`config.mk`:
```
export PLATFORM = sky130hd
export DESIGN_NAME = m_calc_engine_flat
export DESIGN_NICKNAME = d
export VERILOG_FILES = /design/src/rtl/m_calc_engine_if.sv /design/src/rtl/m_calc_engine.sv /design/src/flat_wrapper.sv
export SDC_FILE = /design/constraint.sdc
export NUM_CORES = 2
export LEC_CHECK = 0
export CAP_MARGIN = 20
export CORE_UTILIZATION = 30
export CTS_CLUSTER_SIZE = 10
export DETAILED_ROUTE_END_ITERATION = 10
export SYNTH_ARGS = -nofsm -noshare
export SYNTH_HDL_FRONTEND = slang
export SYNTH_SLANG_ARGS = --single-unit
export TNS_END_PERCENT = 50
```
`constraint.sdc`:
```
create_clock -name clk -period 8.4 [get_ports clk]
set_clock_uncertainty 0.1 [all_clocks]
set_input_delay 1.68 -clock clk [delete_from_list [all_inputs] [get_ports clk]]
set_output_delay 1.68 -clock clk [all_outputs]
set_load 0.02 [all_outputs]
```
`src/rtl/m_calc_engine_if.sv`:
```
// Host-side bundle for m_calc_engine: calculate handshake, sample/coefficient
// write ports and the registered result outputs.
interface m_calc_engine_if #(
  parameter int CGES = 7,
  parameter int DW   = 16
);
  localparam int AW = $clog2(CGES);
  localparam int RW = 2*DW + AW;

  logic                 cal;
  logic                 din_valid;
  logic signed [DW-1:0] din;
  logic                 coef_wr;
  logic [AW-1:0]        coef_addr;
  logic signed [DW-1:0] coef_data;
  logic                 fin;
  logic signed [RW-1:0] result;
  logic                 result_valid;
  logic                 busy;

  modport master (
    output cal, din_valid, din, coef_wr, coef_addr, coef_data,
    input  fin, result, result_valid, busy
  );

  modport slave (
    input  cal, din_valid, din, coef_wr, coef_addr, coef_data,
    output fin, result, result_valid, busy
  );
endinterface

```
`src/rtl/m_calc_engine.sv`:
```
// Sequential CGES-tap dot product: one multiply-accumulate per cycle over a
// sample shift register and a coefficient file, with abortable runs.
module m_calc_engine #(
  parameter int CGES = 7,
  parameter int DW   = 16
) (
  input  logic           clk,
  input  logic           reset_n,
  m_calc_engine_if.slave bus
);
  localparam int AW = $clog2(CGES);
  localparam int RW = 2*DW + AW;
  localparam logic [AW-1:0] LAST = AW'(CGES-1);
  localparam logic [AW:0]   NTAP = (AW+1)'(CGES);

  typedef enum logic [1:0] {IDLE, RUN, DONE, HOLD} state_t;

  state_t                  r_state, w_next;
  logic [AW-1:0]           r_idx;
  logic signed [RW-1:0]    r_acc, r_result;
  logic                    r_fin, r_busy, r_rv;
  logic [CGES-1:0][DW-1:0] r_sample, r_coef;

  logic                    w_start, w_step, w_fin_d, w_busy_d, w_wr_en, w_coef_ok;
  logic signed [2*DW-1:0]  w_prod;

  always_ff @(posedge clk) begin
    if (reset_n) r_state <= IDLE;
    else         r_state <= w_next;
  end

  // Abort has priority over completion on the last tap.
  always_comb begin
    w_next = r_state;
    case (r_state)
      IDLE:    if (bus.cal) w_next = RUN;
      RUN:     if (!bus.cal)          w_next = IDLE;
               else if (r_idx == LAST) w_next = DONE;
      DONE:    w_next = HOLD;
      HOLD:    if (!bus.cal) w_next = IDLE;
      default: w_next = IDLE;
    endcase
  end

  always_comb begin
    w_start  = (r_state == IDLE) && bus.cal;
    w_step   = (r_state == RUN)  && bus.cal;
    w_fin_d  = (r_state == DONE);
    w_busy_d = (w_next == RUN) || (w_next == DONE);
    w_wr_en  = (r_state == IDLE) || (r_state == HOLD);
  end

  assign w_coef_ok = {1'b0, bus.coef_addr} < NTAP;
  assign w_prod    = $signed(r_sample[r_idx]) * $signed(r_coef[r_idx]);

  always_ff @(posedge clk) begin
    if (reset_n) begin
      r_idx    <= '0;
      r_acc    <= '0;
      r_result <= '0;
      r_fin    <= 1'b0;
      r_busy   <= 1'b0;
      r_rv     <= 1'b0;
      r_sample <= '0;
      r_coef   <= '0;
    end else begin
      r_fin  <= w_fin_d;
      r_busy <= w_busy_d;
      if (w_start) begin
        r_acc <= '0;
        r_idx <= '0;
        r_rv  <= 1'b0;
      end else if (w_step) begin
        r_acc <= r_acc + RW'(w_prod);
        r_idx <= r_idx + AW'(1);
      end
      if (w_fin_d) begin
        r_result <= r_acc;
        r_rv     <= 1'b1;
      end
      if (w_wr_en && bus.din_valid)
        r_sample <= {r_sample[CGES-2:0], bus.din};
      if (w_wr_en && bus.coef_wr && w_coef_ok)
        r_coef[bus.coef_addr] <= bus.coef_data;
    end
  end

  assign bus.fin          = r_fin;
  assign bus.result       = r_result;
  assign bus.result_valid = r_rv;
  assign bus.busy         = r_busy;
endmodule

```
`src/flat_wrapper.sv`:
```
// flat-port wrapper written by rule: the top's interface ports become plain ports
module m_calc_engine_flat 
#(
  parameter int CGES = 7,
  parameter int DW   = 16
)
  (clk, reset_n, bus_cal, bus_din_valid, bus_din, bus_coef_wr, bus_coef_addr, bus_coef_data, bus_fin, bus_result, bus_result_valid, bus_busy);
  m_calc_engine_if #(.CGES(CGES), .DW(DW)) bus_i ();
  input  logic clk;
  input  logic reset_n;
  input wire logic [$bits(bus_i.cal)-1:0] bus_cal;
  input wire logic [$bits(bus_i.din_valid)-1:0] bus_din_valid;
  input wire logic [$bits(bus_i.din)-1:0] bus_din;
  input wire logic [$bits(bus_i.coef_wr)-1:0] bus_coef_wr;
  input wire logic [$bits(bus_i.coef_addr)-1:0] bus_coef_addr;
  input wire logic [$bits(bus_i.coef_data)-1:0] bus_coef_data;
  output wire logic [$bits(bus_i.fin)-1:0] bus_fin;
  output wire logic [$bits(bus_i.result)-1:0] bus_result;
  output wire logic [$bits(bus_i.result_valid)-1:0] bus_result_valid;
  output wire logic [$bits(bus_i.busy)-1:0] bus_busy;
  assign bus_i.cal = bus_cal;
  assign bus_i.din_valid = bus_din_valid;
  assign bus_i.din = bus_din;
  assign bus_i.coef_wr = bus_coef_wr;
  assign bus_i.coef_addr = bus_coef_addr;
  assign bus_i.coef_data = bus_coef_data;
  assign bus_fin = bus_i.fin;
  assign bus_result = bus_i.result;
  assign bus_result_valid = bus_i.result_valid;
  assign bus_busy = bus_i.busy;
  m_calc_engine #(.CGES(CGES), .DW(DW)) u_core (.clk(clk), .reset_n(reset_n), .bus(bus_i));
endmodule
```
==> results.md <==
* Status: finished, final reports clean
* Worst path required time at 8790 ps
* Seq pwr share at 44.1%
* Reg2Reg Setup Slack at 830 ps
* DR vias at 17760
* DP Area at 25590 um^2
* First-pass GRT wire length at 98.01 mm
* CP Class: reg2reg
* Nets at 3204
* Max Transition Viols Final at 0
* Fmax at 132.0 MHz
* DP HPWL at 44.76 mm
* Int Power at 2.446 mW
* Register area share after synthesis at 25.52%
* Setup Slack @ Placement at 923.6 ps
* CP peak stage delay at 610 ps
* Worst rel slew slack at 33.65%
* Placed cells at 3741
* Worst Path Arrival at 7960 ps
* Clock buffer depth at 3
* Yosys warning count at 0
* Postcts setup bufs at 0
* Mean Syn Cell Area at 8.711 um^2
* Clk pin slew, worst setup/hold paths at 60 ps
* Worst hold slack at 350.8 ps
* Row count at 102
* Design area at 26750 um^2
* Largest net degree at the start of global routing at 113
* CP startpoint: u_core.r_idx[1]
* DR DRC count at 0
* Logic pwr share at 11.4%
* Final core occ at 34.36%
* Switching power at 0.8884 mW
* H-Tree Depth at 2
* Post-DRT Antenna Nets at 0
* WL/cell at 16.06 um
* Synth Net Count at 3180
* Distinct cells, synth at 58
* Clock share of power at 44.5%
* Initial antenna violation count at 1
* Root Driver: clkbuf_16
* MaxCap Viol Count at 0
* Gr busiest metal: met2
* Worst path slowest cell: and2b_1
* Grt ovf at 0
* RSZ-0062 raised after global routing: false
* Tmin final at 7573 ps
* Total CTS buffers at 37
* Worst setup SP type: register
* Final std cells w/o fill at 3794
* Reg-to-reg critical path startpoint: u_core.r_idx[1]
* Leak Pwr at 11.02 nW
* # setup viols final at 0
* FFs w/ async S/R, synth at 0%
* # diodes at 0
* Layout cells sized above 1 at 5.628%
* TritonCTS clock tree: yes
* Pwr per Cell Area at 124.6 nW/um^2
* Vias in the first global route at 17740
* IO Count at 78
* Initial Util at 30.43%
* Hold-fix buffers, CTS at 0
* Setup TNS Final at 0 ps
* Worst R2R Path Depth at 25
* Tcrit/Tclk final at 90.16%
* RR Endpoint: u_core.r_acc[27]
* GPL Wtd Cong at 0.8530
* Clock latency on the worst-skew pair at 560 ps
* Total Wirelength at 60.92 mm
* CP max FO at 16
* Design Power at 3.335 mW
* Post-Syn Instances at 2719
* Final hold vios at 0
* Resized Gates After CTS at 0
* Worst setup endpoint: u_core.r_acc[27]
* Met2 Usage GRT at 23.78%
* Die height at 283.0 um
* IO Port Bufs at 77
* GR Util All Layers at 15.20%
* Chip width at 283.0 um
* DR pass1 iterations at 5
* CP most frequent cell: fa_1
* Sw frac at 26.64%
* Main flop type after synthesis: dfxtp_1
* DIE AREA at 80080 um^2
* Syn Std Cell Area at 23690 um^2
* Hold Path Class: reg2reg
* Met1 global-route usage at 21.65%
* Seq cells post-synth at 302
* Core Region at 77850 um^2
* Area Growth Syn to Fin at 12.94%
* Slew @ Worst Pin at 992.3 ps
* Grt met3 use at 2.174%
* Max IR drop VDD at 0.1302 mV
* Final worst slack at 826.7 ps
* Clock sinks at 302
* EDFF count, synth at 0
* Initial DRC count at 1182
* CP Capture Type: register
* Vias per cell at 4.681
[kinds of logic (layout without fill, tap and decap cells)]
kind of cell / Yosys count / in the layout / synth area share (%)
muxes: 156 / 156 / 8.336
AOI/OAI and AO/OA: 384 / 384 / 9.038
and+or+nand+nor: 922 / 922 / 15.66
adders and majority gates: 421 / 421 / 32.06
xor gates and xnor gates: 30 / 30 / 1.109
DFF: 302 / 302 / 25.52
buffers and inverters: 504 / 539 / 8.267
[registers in the layout, indices dropped and copies added (netlist names)]
signal	count
u_core.r_coef	112
u_core.r_acc	35
u_core.r_state	2
u_core.bus.result	35
u_core.bus.result_valid	1
u_core.r_sample	112
u_core.bus.fin	1
u_core.bus.busy	1
u_core.r_idx	3
[metal layers]
layer / vias up / share of wire, %
met2: 443 / 45
met1: 8621 / 49
li1: 8617 / -
met3: 78 / 4.4
met4: 0 / 2.4
met5: - / 0
[power groups by stage]
| stage | sequential, mW | clock (mW) | combinational, mW |
|---|---|---|---|
| 6_report | 1.47 | 1.48 | 0.379 |
| 5_1_grt | 1.47 | 1.59 | 0.419 |
| 4_1_cts | 1.47 | 1.54 | 0.372 |
| 3_5_place_dp | 1.50 | 0 | 0.371 |
| 3_3_place_gp | 1.50 | 0 | 0.369 |
| 2_1_floorplan | 1.50 | 0 | 0.246 |
[cells in the final DEF (no fill, tap or decap), types with 12 or more instances in the layout]
cell type          n
buf_4             38
clkdlybuf4s50_1   76
fa_1             310
nand2_1          565
ha_1             110
inv_1            366
mux4_2            32
nor2_1           250
nand3_1           24
o21ai_0           36
clkbuf_16         37
mux2i_1          114
a21oi_1          259
a21o_1            18
dfxtp_1          299
o21ai_1           16
xnor2_1           21
nand2b_1          12
[worst max-delay path: cells and delay by family, from the launching register on]
family / cells / cell delay [ps]
compound gates: 4 / 800
fa+ha+maj: 7 / 3390
buf+inv: 6 / 580
simple gates: 7 / 1750
flops: 1 / 350
mux: 1 / 520
[how the worst min path moves through the flow]
stage | to | startpoint | slack (ps) | depth (start not counted)
CTS | u_core.r_coef[27] | u_core.r_coef[27] | 350 | 2
global route | u_core.r_coef[28] | u_core.r_coef[28] | 360 | 2
detailed placement | u_core.r_coef[27] | u_core.r_coef[27] | 340 | 2
floorplan | u_core.r_coef[25] | u_core.r_coef[25] | 330 | 2
global placement | u_core.bus.result_valid | u_core.bus.result_valid | 340 | 1
finish | u_core.r_coef[47] | u_core.r_coef[47] | 350 | 2
[area by class of cell]
class	instances	area, um^2
Timing Repair Buffer	122	1217
Clock buffer	44	952.2
Inverter	367	1378
Tap cell	1040	1301
Fill cell	8077	51100
Multi-Input combinational cell	1913	15720
Sequential cell	302	6055
Clock inverter	6	130.1
[cells in the mapped netlist (6+ instances only)]
| cell | count | area share (%) |
|---|---|---|
| nand2_1 | 565 | 9.0 |
| inv_1 | 366 | 5.8 |
| fa_1 | 310 | 26 |
| dfxtp_1 | 302 | 26 |
| a21oi_1 | 260 | 5.5 |
| nor2_1 | 250 | 4.0 |
| mux2i_1 | 114 | 4.8 |
| ha_1 | 111 | 5.9 |
| clkbuf_1 | 101 | 1.6 |
| o21ai_0 | 36 | 0.76 |
| mux4_2 | 32 | 3.0 |
| nand3_1 | 24 | 0.51 |
| xnor2_1 | 21 | 0.78 |
| buf_2 | 20 | 0.42 |
| a21o_1 | 18 | 0.57 |
| o21ai_1 | 16 | 0.34 |
| nand2b_1 | 13 | 0.34 |
| nor3_1 | 12 | 0.25 |
| a211oi_1 | 11 | 0.35 |
| nor2b_1 | 11 | 0.29 |
| mux2_2 | 10 | 0.48 |
| buf_4 | 9 | 0.29 |
| xor2_1 | 9 | 0.33 |
| o211ai_1 | 8 | 0.25 |
| a31oi_1 | 6 | 0.16 |
| buf_1 | 6 | 0.095 |
Note: power is estimated with default switching activity, not from simulation.
